## src/rtl/cnoc_echo_responder.sv

```systemverilog
// cnoc_echo_responder
//
// Device end of the CNOC portal echo loopback. Request messages arrive one
// 32-bit beat at a time on the requests_0 enqueue interface and are buffered
// whole. The buffered message is then returned unchanged, header first, on
// the indications_0 first/deq interface. A message longer than MAX_WORDS is
// consumed and discarded, and err_drop pulses once when its last beat is taken.
//
// Header word: [31:16] methodId, [15:0] length in words including the header.
// A length of 0 is handled as 1, but the header is echoed with its original
// length field.
//
// Ports:
//   CLK, RST_N                          clock, synchronous active-low reset
//   requests_0_message_enq_v            request beat
//   EN_requests_0_message_enq           enqueue strobe
//   RDY_requests_0_message_enq          a beat can be accepted
//   requests_0_message_notFull          same as RDY_requests_0_message_enq
//   RDY_requests_0_message_notFull      constant 1
//   indications_0_message_first         current indication beat
//   RDY_indications_0_message_first    indication beat valid
//   EN_indications_0_message_deq        dequeue strobe
//   RDY_indications_0_message_deq       same as RDY_indications_0_message_first
//   indications_0_message_notEmpty      same as RDY_indications_0_message_first
//   RDY_indications_0_message_notEmpty  constant 1
//   err_drop                            one-cycle pulse after an oversize drop

module cnoc_echo_responder #(
  parameter int unsigned MAX_WORDS = 16
) (
  input  logic        CLK,
  input  logic        RST_N,
  input  logic [31:0] requests_0_message_enq_v,
  input  logic        EN_requests_0_message_enq,
  output logic        RDY_requests_0_message_enq,
  output logic        requests_0_message_notFull,
  output logic        RDY_requests_0_message_notFull,
  output logic [31:0] indications_0_message_first,
  output logic        RDY_indications_0_message_first,
  input  logic        EN_indications_0_message_deq,
  output logic        RDY_indications_0_message_deq,
  output logic        indications_0_message_notEmpty,
  output logic        RDY_indications_0_message_notEmpty,
  output logic        err_drop
);

  localparam int unsigned IdxW   = $clog2(MAX_WORDS);
  localparam logic [16:0] MaxLen = 17'(MAX_WORDS);

  localparam logic [1:0] StHdr  = 2'd0;
  localparam logic [1:0] StBody = 2'd1;
  localparam logic [1:0] StDrop = 2'd2;
  localparam logic [1:0] StSend = 2'd3;

  logic [1:0]  state_q, state_d;
  logic [15:0] wr_idx_q, wr_idx_d;
  logic [15:0] rd_idx_q, rd_idx_d;
  logic [15:0] len_q, len_d;
  logic        err_drop_q, err_drop_d;

  logic [31:0] mem_q [MAX_WORDS];

  logic            rdy_enq, rdy_first;
  logic            enq_fire, deq_fire;
  logic [15:0]     hdr_len, hdr_len_eff;
  logic            hdr_fits;
  logic [15:0]     len_last;
  logic            mem_we;
  logic [IdxW-1:0] mem_waddr;

  assign rdy_enq   = (state_q != StSend);
  assign rdy_first = (state_q == StSend);

  // Strobes without the matching ready are ignored.
  assign enq_fire = EN_requests_0_message_enq & rdy_enq;
  assign deq_fire = EN_indications_0_message_deq & rdy_first;

  assign hdr_len     = requests_0_message_enq_v[15:0];
  assign hdr_len_eff = (hdr_len == 16'd0) ? 16'd1 : hdr_len;
  assign hdr_fits    = ({1'b0, hdr_len_eff} <= MaxLen);
  assign len_last    = len_q - 16'd1;

  always_comb begin
    state_d    = state_q;
    wr_idx_d   = wr_idx_q;
    rd_idx_d   = rd_idx_q;
    len_d      = len_q;
    err_drop_d = 1'b0;
    mem_we     = 1'b0;
    mem_waddr  = wr_idx_q[IdxW-1:0];
    case (state_q)
      StHdr: begin
        if (enq_fire) begin
          if (hdr_fits) begin
            mem_we    = 1'b1;
            mem_waddr = '0;
            len_d     = hdr_len_eff;
            if (hdr_len_eff == 16'd1) begin
              state_d  = StSend;
              rd_idx_d = 16'd0;
            end else begin
              state_d  = StBody;
              wr_idx_d = 16'd1;
            end
          end else begin
            // Oversize: keep the raw length so the whole message is consumed.
            len_d    = hdr_len;
            wr_idx_d = 16'd1;
            state_d  = StDrop;
          end
        end
      end
      StBody: begin
        if (enq_fire) begin
          mem_we   = 1'b1;
          wr_idx_d = wr_idx_q + 16'd1;
          if (wr_idx_q == len_last) begin
            state_d  = StSend;
            rd_idx_d = 16'd0;
          end
        end
      end
      StDrop: begin
        if (enq_fire) begin
          wr_idx_d = wr_idx_q + 16'd1;
          if (wr_idx_q == len_last) begin
            err_drop_d = 1'b1;
            state_d    = StHdr;
          end
        end
      end
      StSend: begin
        if (deq_fire) begin
          rd_idx_d = rd_idx_q + 16'd1;
          if (rd_idx_q == len_last) begin
            state_d = StHdr;
          end
        end
      end
      default: state_d = StHdr;
    endcase
  end

  always_ff @(posedge CLK) begin
    if (!RST_N) begin
      state_q    <= StHdr;
      wr_idx_q   <= 16'd0;
      rd_idx_q   <= 16'd0;
      len_q      <= 16'd0;
      err_drop_q <= 1'b0;
    end else begin
      state_q    <= state_d;
      wr_idx_q   <= wr_idx_d;
      rd_idx_q   <= rd_idx_d;
      len_q      <= len_d;
      err_drop_q <= err_drop_d;
    end
  end

  // Message storage is not reset; it is only read in SEND after being written.
  always_ff @(posedge CLK) begin
    if (mem_we) begin
      mem_q[mem_waddr] <= requests_0_message_enq_v;
    end
  end

  assign RDY_requests_0_message_enq         = rdy_enq;
  assign requests_0_message_notFull         = rdy_enq;
  assign RDY_requests_0_message_notFull     = 1'b1;
  assign indications_0_message_first        = mem_q[rd_idx_q[IdxW-1:0]];
  assign RDY_indications_0_message_first    = rdy_first;
  assign RDY_indications_0_message_deq      = rdy_first;
  assign indications_0_message_notEmpty     = rdy_first;
  assign RDY_indications_0_message_notEmpty = 1'b1;
  assign err_drop                           = err_drop_q;

endmodule

```

## config.mk

```make
export PLATFORM = sky130hd
export DESIGN_NAME = cnoc_echo_responder
export DESIGN_NICKNAME = d
export VERILOG_FILES = /design/src/rtl/cnoc_echo_responder.sv
export SDC_FILE = /design/constraint.sdc
export NUM_CORES = 1
export LEC_CHECK = 0
export ABC_AREA = 1
export BUFFER_PORTS_ARGS = -buffer_cell sky130_fd_sc_hd__buf_2
export CORE_MARGIN = 3
export CORE_UTILIZATION = 46
export CTS_CLUSTER_DIAMETER = 120
export DETAILED_ROUTE_END_ITERATION = 7
export PLACE_DENSITY = 0.64
export SLEW_MARGIN = 20
export SYNTH_ARGS = -nofsm -noshare
export SYNTH_HDL_FRONTEND = slang
export SYNTH_SLANG_ARGS = --single-unit
export TNS_END_PERCENT = 5
```

## constraint.sdc

```tcl
create_clock -name CLK -period 9.2 [get_ports CLK]
set_input_delay 0.46 -clock CLK [delete_from_list [all_inputs] [get_ports CLK]]
set_output_delay 0.46 -clock CLK [all_outputs]
set_load 0.01 [all_outputs]
```

After elaboration in Yosys (flattened, before gate mapping)
Memories as Yosys holds them, arrays and structs flattened. A register that Yosys moved wholly into a read port is not among the register bits.
Cells that the tools add are included.

word-level totals
  bits in writable memories = 512
  bits of input ports = 36
  flip-flop bits (word level) = 51
  output and inout bits = 40
  logic and storage cells = 76
  memories = 1

memory list
  name   words  width  rd ports  clocked after Yosys merged registers in  wr ports  RTL line  text
  mem_q  16     32     1         1                                        1         61        logic [31:0] mem_q [MAX_WORDS];

operators by class
  magnitude comparators = 1
  reductions and logical operators = 10
  eq/ne operators = 18
  $add $sub $neg = 3
  muxes and demuxes = 36
  bitwise gates (word level) = 2

operators by type and width
  operator                                                          count
  two-way mux 16 bit                                                12
  one-hot mux 16 bit (3 select lines)                               1
  adder 16 x 1 -> 16 bit (second input constant)                    2
  equality test 16 bit                                              2
  one-hot mux 16 bit (2 select lines)                               1
  two-way mux 4 bit                                                 5
  two-way mux 2 bit                                                 9
  equality test 16 x 1 -> 1 bit (second input constant)             1
  less-or-equal comparator 16 x 5 -> 1 bit (second input constant)  1
  logical NOT 16 bit                                                1
  inequality test 2 bit (second input constant)                     8
  subtractor 16 x 1 -> 16 bit (second input constant)               1
  AND reduction 7 bit                                               2
  one-hot mux 2 bit (4 select lines)                                1
  two-way mux 1 bit                                                 6
  inequality test 2 x 1 -> 1 bit (second input constant)            3
  equality test 2 bit (second input constant)                       2
  AND reduction 4 bit                                               1
  inequality test 3 bit (second input constant)                     1
  AND reduction 3 bit                                               1
  nonzero test 3 bit                                                1
  AND 1 bit                                                         2
  equality test 2 x 1 -> 1 bit (second input constant)              1
  logical NOT 2 bit                                                 1
  4 further kinds                                                   4

Longest topological paths before layout
Gate-level depths: netlist of the first run.

  depth in word-level cells = 9
  gate-level depth with buffers = 18
  depth with buffers taken out = 16

Worst setup path before layout of the first run
OpenSTA, ideal clock, no wires.

  path kind = register -> register
  start = reg state_q[0]
  end = mem mem_q[2][0], enable pin
  cell stages (with the launch flop) = 10
  path buffers = 0
  library setup time = 0.461 ns
  arrival = 3.761 ns
  slack = 4.977 ns
  data required time = 8.739 ns
  clock period less this slack = 4.223 ns
  cells stage by stage = dfxtp_1 > ha_1 > clkinv_1 > nand2_1 > inv_1 > nand3_1 > nand2_1 > inv_1 > nand2_1 > nor3_1

on the way
  word-level cells in the longest chain between the ends = 6
  elaborated cells on any way between the ends = 11
  classes of those cells = eq/ne (2); mux (7); bitwise (1); reduce/logical (1)

ends and longest elaborated chain
  what                                     RTL line  text
  start: declaration                       55        logic [1:0] state_q, state_d;
  start signal: assignment                 146       state_q <= StHdr;
  start signal: assignment                 152       state_q <= state_d;
  inequality test 2 bit                    71        assign rdy_enq = (state_q != StSend);
  AND 1 bit                                75        assign enq_fire = EN_requests_0_message_enq & rdy_enq;
  two-way mux 1 bit (on tied branches)     114, 93
  one-hot mux 1 bit (2 select lines)       91        case (state_q)
  two-way mux 1 bit                        162       if (mem_we) begin
  two-way mux 1 bit (implied by the code)  163       mem_q[mem_waddr] <= requests_0_message_enq_v;
  end: declaration                         61

Several ways; a longest one is shown, not always the timed one.

==> results.sh, run 1 <==
export IMPL_clkPwrFrac=0.389
export IMPL_netlist_area_um2=24400
export IMPL_hold_ws_ps=238
export IMPL_yosys_area_top_type="edfxtp_1"
export IMPL_htree_levels=2
export IMPL_final_core_util=0.526
export IMPL_portBuffers=73
export IMPL_setup_viol=0
export IMPL_cts_resized=0
export IMPL_via_per_inst=5.58
export IMPL_hold_buffers=0
export IMPL_grt_ovfl_total=0
export IMPL_grt_pass1_wl_um=90300
export IMPL_drive_above_1_share=0.109
export IMPL_start_kind="register"
export IMPL_vias=15700
export IMPL_end_kind="output port"
export IMPL_synth_top_area_frac=0.630
export IMPL_leakagePower_uw=0.00908
export IMPL_grt_pass1_vias=15300
export IMPL_power_internal_uw=4440
export IMPL_dieArea_um2=55800
export IMPL_cts_buffers=58
export IMPL_rsz0062_at_grt="no"
export IMPL_num_rows=83
export IMPL_dieHeight_um=236
export IMPL_period_minus_slack_ps=3830
export IMPL_worst_setup_path_type="register to output port"
export IMPL_tightest_slew_ps=1120
export IMPL_synthTopCellsByArea="edfxtp_1 63%, mux2i_1 5.3%, dfxtp_1 4.5%, o211ai_1 3.9%, o21ai_0 3.5%"
export IMPL_finClkSkew_ps=10.5
export IMPL_core_area_um2=51900
export IMPL_fillCellCount=4435
export IMPL_worstHoldStart="requests_0_message_enq_v[29]"
export IMPL_post_drt_wl_per_cell_um=21.0
export IMPL_worstReg2RegStart="state_q[0]$_SDFFE_PN0P_"
export IMPL_yosysUniqueCellTypes=42
export IMPL_post_cts_buffers=0
export IMPL_powerDensity_nw_per_um2=218
export IMPL_synth_edff_count=512
export IMPL_reg2reg_slack_ps=5580
export IMPL_dp_hpwl_um=32100
export IMPL_syn2layout_area_growth_pct=11.9
export IMPL_holdPathStages=1
export IMPL_drt_iter0_drc=1332
export IMPL_synthFlopType="edfxtp_1"
export IMPL_max_freq_mhz=261
export IMPL_timing_rr_end="mem_q[8][9]$_DFFE_PP_"
export IMPL_place_gp_congestion=0.930
export IMPL_final_antenna_net_count=0
export IMPL_max_slew_margin=0.253
export IMPL_power_switching_uw=1520
export IMPL_avgSynthCellArea_um2=12.0
export IMPL_clockBufferDepth=3
export IMPL_netlist_top_cells_count="512 x edfxtp_1, 204 x inv_1, 198 x nand2_1"
export IMPL_cp_max_fo=71
export IMPL_post_route_drc_count=0
export IMPL_asyncSetResetFlopFracSynth=0
export IMPL_min_path_type="input port to register"
export IMPL_grt_use_total=0.209
export IMPL_insertion_delay_ps=600
export IMPL_ys_seq_area_frac=0.675
export IMPL_die_width_um=236
export IMPL_cts_sinks=567
export IMPL_worstPathRequired_ps=8740
export IMPL_drv_cap=0
export IMPL_grt_max_degree=104
export IMPL_syn_inst=2032
export IMPL_fin_tns_setup_ps=0
export IMPL_drt_pass1_iter_count=5
export IMPL_post_place_ws_ps=5620
export IMPL_yosysMostFrequentCell="edfxtp_1"
export IMPL_drt_total_wl_um=59100
export IMPL_nets=2126
export IMPL_ff2ff_path_depth=8
export IMPL_cts_tree="yes"
export IMPL_peakVddDrop_v=0.000155
export IMPL_min_period_over_period=0.417
export IMPL_synth_warnings=0
export IMPL_timing_final_ws_setup_ps=5370
export IMPL_p_total_uw=5960
export IMPL_p_comb_frac=0.123
export IMPL_ios=76
export IMPL_outcome="finished, final reports clean"
export IMPL_grt_antenna_before_repair=2
export IMPL_hold_end="mem_q[1][29]$_DFFE_PP_"
export IMPL_root_buffer="clkbuf_16"
export IMPL_ys_seq_elements=567
export IMPL_maxSlewViolCount=0
export IMPL_arrival_ps=3370
export IMPL_hold_viol=0
export IMPL_pwr_share_seq=0.489
export IMPL_p_sw_frac=0.255
export IMPL_start_util=0.470
export IMPL_path_clk_slew_ps=60
-- power by group through the flow --
stage | clock network (µW) | registers (µW) | logic (µW)
final | 2320 | 2910 | 731
after global placement | 0 | 2960 | 724
after CTS | 2360 | 2910 | 729
after detailed placement | 0 | 2960 | 726
after global routing | 2470 | 2920 | 824
after floorplan | 0 | 2950 | 524
-- logic make-up after synthesis --
logic type,share of synthesized area
muxes,0.0525
other,0.000154
adders and majority gates,0.00359
AOI/OAI and AO/OA,0.114
DFF,0.675
and+or+nand+nor,0.0939
xor gates and xnor gates,0.00821
buffers and inverters,0.0520
-- worst max-delay path: stages (launching register included) --
cell and delay, ps:
dfxtp_4 350, buf_4 700, buf_4 770, a21oi_1 60, o21ai_0 130, o21ai_0 130, o211ai_1 190, nand2_1 160
buf_2 180
-- layout by cell type (no fill, tap or decap), types with 3 or more instances in the layout --
| master | synthesis | routed |
|---|---|---|
| edfxtp_1 | 512 | 512 |
| inv_1 | 204 | 199 |
| nand2_1 | 198 | 198 |
| o21ai_0 | 171 | 171 |
| a21oi_1 | 167 | 167 |
| nand3_1 | 135 | 135 |
| mux2i_1 | 128 | 128 |
| o211ai_1 | 128 | 128 |
| nor2_1 | 97 | 90 |
| buf_2 | 17 | 73 |
| clkbuf_16 | 0 | 60 |
| dfxtp_1 | 55 | 51 |
| buf_4 | 5 | 24 |
| xor2_1 | 21 | 21 |
| clkbuf_1 | 74 | 15 |
| clkinv_1 | 6 | 13 |
| nor3_1 | 19 | 13 |
| a211oi_1 | 12 | 12 |
| nand4_1 | 11 | 11 |
| nor2_4 | 4 | 11 |
| clkinv_2 | 0 | 9 |
| nor4_1 | 8 | 8 |
| nand2_2 | 8 | 8 |
| inv_2 | 2 | 7 |
| nand3b_1 | 7 | 7 |
| nor2_2 | 7 | 7 |
| ha_1 | 7 | 7 |
| nor3_2 | 0 | 6 |
| bufinv_16 | 0 | 6 |
| nand2_4 | 3 | 3 |
| dfxtp_4 | 0 | 3 |
-- metal layers --
metal	GRT usage	wire [µm]
met5	0	20
met4	0.0601	1380
met3	0.0282	3040
met2	0.349	28200
met1	0.288	26400
-- worst max-delay path by stage --
stage                                 start                              end  slack, ps  cells after the start
3_3_place_gp   requests_0_message_enq_v[13]           mem_q[0][23]$_DFFE_PP_       5810                     11
6_report                           register   indications_0_message_first[2]       5370                      8
5_1_grt                            register   indications_0_message_first[2]       5120                      8
3_5_place_dp        state_q[0]$_SDFFE_PN0P_           mem_q[8][15]$_DFFE_PP_       5620                      8
4_1_cts                            register  indications_0_message_first[15]       5240                      7
2_1_floorplan       state_q[0]$_SDFFE_PN0P_            mem_q[2][0]$_DFFE_PP_       4980                      9
-- cell type report --
| cell class | instances | area, µm² | share of cell area |
|---|---|---|---|
| sequential | 567 | 16500 | 0.604 |
| multi-input combinational | 1146 | 6730 | 0.247 |
| clock buffer | 76 | 1570 | 0.0576 |
| tap | 680 | 851 | 0.0312 |
| inverter | 212 | 798 | 0.0292 |
| timing repair buffer | 98 | 557 | 0.0204 |
| clock inverter | 28 | 298 | 0.0109 |
| antenna | 1 | 2.50 | 0.0000917 |
-- flip-flops by register name, summed over array words and instances, names as in the netlist, named ones only --
name and count:
mem_q 512, state_q 2, len_q 16, err_drop 1, rd_idx_q 16, wr_idx_q 16
-- stage by stage --
step           instance area [µm²]  cells
6_report                     27300   2808
5_1_grt                      27300   2807
4_1_cts                      27300   2807
2_1_floorplan                24400   2033
3_5_place_dp                 25400   2703
3_3_place_gp                 25400   2703
No activity file was read; power rests on OpenSTA's default activity.
==> run 2, diff against run 1 <==
- ABC_AREA: 1 -> 0
- clock period: 9.2 -> 4 ns (I/O delays scaled with it)
==> run 2 against run 1 <==
Setup slack lost 4900 ps; first-iteration DRC count shrank 22%; cell count shrank 27%; synthesized cell count shrank 41%; largest cell class unchanged; largest power group unchanged.
==> results.sh, run 2 <==
export IMPL_drt_iter0_drc=1043
export IMPL_cts_resized=0
export IMPL_drv_cap=0
export IMPL_yosys_area_top_type="edfxtp_1"
export IMPL_ios=76
export IMPL_arrival_ps=4060
export IMPL_synthFlopType="edfxtp_1"
export IMPL_min_period_over_period=0.882
export IMPL_pwr_share_seq=0.487
export IMPL_layout_commonest_cell="edfxtp_1"
export IMPL_cts_tree="yes"
export IMPL_cts_sinks=567
export IMPL_p_sw_frac=0.236
export IMPL_leakagePower_uw=0.00819
export IMPL_rsz0062_at_grt="no"
export IMPL_netlist_top_cells_count="512 x edfxtp_1, 160 x mux4_2, 62 x nand2_1"
export IMPL_yosysMostFrequentCell="edfxtp_1"
export IMPL_min_path_type="input port to register"
export IMPL_place_gp_congestion=0.861
export IMPL_portBuffers=73
export IMPL_final_antenna_net_count=0
export IMPL_end_kind="register"
export IMPL_final_core_util=0.538
export IMPL_via_per_inst=5.71
export IMPL_max_freq_mhz=284
export IMPL_num_rows=81
export IMPL_powerDensity_nw_per_um2=512
export IMPL_placed_area_um2=24400
export IMPL_synth_edff_count=512
export IMPL_syn_inst=1209
export IMPL_setup_viol=0
export IMPL_design_area_um2=26400
export IMPL_dp_hpwl_um=28200
export IMPL_p_comb_frac=0.141
export IMPL_period_minus_slack_ps=3530
export IMPL_cts_buffers=56
export IMPL_drt_total_wl_um=51000
export IMPL_peakVddDrop_v=0.000384
export IMPL_largest_reg_flops=512
export IMPL_worst_setup_path_type="register to register"
export IMPL_cp_max_fo=27
export IMPL_synth_top_area_frac=0.670
export IMPL_syn2layout_area_growth_pct=15.1
export IMPL_synthTopCellsByArea="edfxtp_1 67%, mux4_2 16%, dfxtp_1 4.8%, nand2_1 1.0%, xor2_1 0.88%"
export IMPL_grt_max_degree=59
export IMPL_start_util=0.467
export IMPL_grt_use_total=0.196
export IMPL_yosysUniqueCellTypes=68
export IMPL_dieArea_um2=52600
export IMPL_largest_register="mem_q"
export IMPL_nets=1379
export IMPL_worstPathRequired_ps=4530
export IMPL_drt_pass1_iter_count=5
export IMPL_clkPwrFrac=0.372
export IMPL_grt_antenna_before_repair=2
export IMPL_dieHeight_um=229
export IMPL_ys_seq_elements=567
export IMPL_die_width_um=229
export IMPL_asyncSetResetFlopFracSynth=0
export IMPL_outcome="finished, final reports clean"
export IMPL_vias=11700
export IMPL_insertion_delay_ps=590
export IMPL_avgSynthCellArea_um2=19.0
export IMPL_final_cell_mix="512 x edfxtp_1, 160 x mux4_2, 73 x buf_2, 62 x nand2_1, 57 x clkbuf_16"
export IMPL_tightest_slew_ps=985
export IMPL_post_route_drc_count=0
export IMPL_grt_pass1_vias=11900
export IMPL_finClkSkew_ps=17.3
export IMPL_path_clk_slew_ps=60
export IMPL_root_buffer="clkbuf_16"
export IMPL_clockBufferDepth=3
export IMPL_core_area_um2=49200
export IMPL_netlist_area_um2=23000
export IMPL_grt_ovfl_total=0
export IMPL_synth_warnings=0
export IMPL_power_switching_uw=3190
export IMPL_htree_levels=2
export IMPL_start_kind="register"
export IMPL_post_drt_wl_per_cell_um=25.0
export IMPL_ys_seq_area_frac=0.718
export IMPL_hold_viol=0
export IMPL_grt_pass1_wl_um=76900
export IMPL_power_internal_uw=10300
export IMPL_drive_above_1_share=0.280
export IMPL_max_slew_margin=0.337
export IMPL_maxSlewViolCount=0
## run 2: logic make-up (layout without fill, tap and decap cells)
group | after synthesis | after routing | share of synthesized area
DFF | 567 | 567 | 0.718
and+or+nand+nor | 240 | 240 | 0.0546
muxes | 166 | 166 | 0.160
AOI/OAI and AO/OA | 99 | 99 | 0.0286
buffers and inverters | 83 | 252 | 0.0157
xor gates and xnor gates | 46 | 46 | 0.0199
adders and majority gates | 7 | 7 | 0.00381
other | 1 | 3 | 0.000163
## run 2: area by class of cell
type,instances,area [µm²]
Clock buffer,67,1480
Sequential cell,567,16500
Antenna cell,1,2.50
Tap cell,664,831
Multi-Input combinational cell,560,6250
Clock inverter,34,272
Inverter,16,60.1
Fill cell,3820,22700
Timing Repair Buffer,135,1040
## run 2: power by group through the flow
stage / Sequential, µW / Combinational (µW) / Clock [µW]
final: 6590 / 1900 / 5030
after global routing: 6600 / 2070 / 5370
after CTS: 6590 / 1930 / 5150
after detailed placement: 6720 / 1910 / 0
after global placement: 6720 / 1900 / 0
after floorplan: 6640 / 1460 / 0
## run 2: worst paths after layout
| path | start | endpoint | slack (ps) | cells past startpoint |
|---|---|---|---|---|
| hold reg to reg | rd_idx_q[15]$_SDFFE_PN0P_ | rd_idx_q[15]$_SDFFE_PN0P_ | 500 | 2 |
| setup reg to reg | len_q[0]$_SDFFE_PN0P_ | rd_idx_q[14]$_SDFFE_PN0P_ | 470 | 10 |
| hold / removal | requests_0_message_enq_v[0] | mem_q[11][0]$_DFFE_PP_ | 40 | 1 |
| setup / recovery | len_q[0]$_SDFFE_PN0P_ | rd_idx_q[14]$_SDFFE_PN0P_ | 470 | 10 |
## run 2: metal layers
layer | GRT usage | part of all wire
met2 | 0.326 | 0.50
met5 | 0 | 0.00018
met1 | 0.276 | 0.43
met4 | 0.0402 | 0.014
met3 | 0.0348 | 0.055
## run 2: what timing repair did
action / 4_1_cts / 5_1_grt
endpoints found under the hold margin: 355 / 0
endpoints found under the setup margin: 0 / 0
hold buffers: 23 / 0
buffers inserted: 0 / 0
## run 2: metrics by stage
stage / setup slack, ps / instances / total power [µW] / setup TNS, ps / hold slack, ps
floorplan: -181 / 1210 / 8100 / -5790 / 299
detailed placement: 469 / 1919 / 8620 / 0 / 495
global placement: 528 / 1919 / 8620 / 0 / 482
global route: 308 / 2043 / 14000 / 0 / 30.7
finish: 473 / 2044 / 13500 / 0 / 40.6
CTS: 500 / 2043 / 13700 / 0 / 11.5
## run 2: critical path, cell delays in order, from the launching register on
cell and delay, ps:
dfxtp_1 390, inv_1 90, ha_1 210, nor3b_2 380, and3_1 280, a31oi_1 120, or3b_1 400, or4_4 560
o22a_4 330, or4_4 540, a21oi_2 140
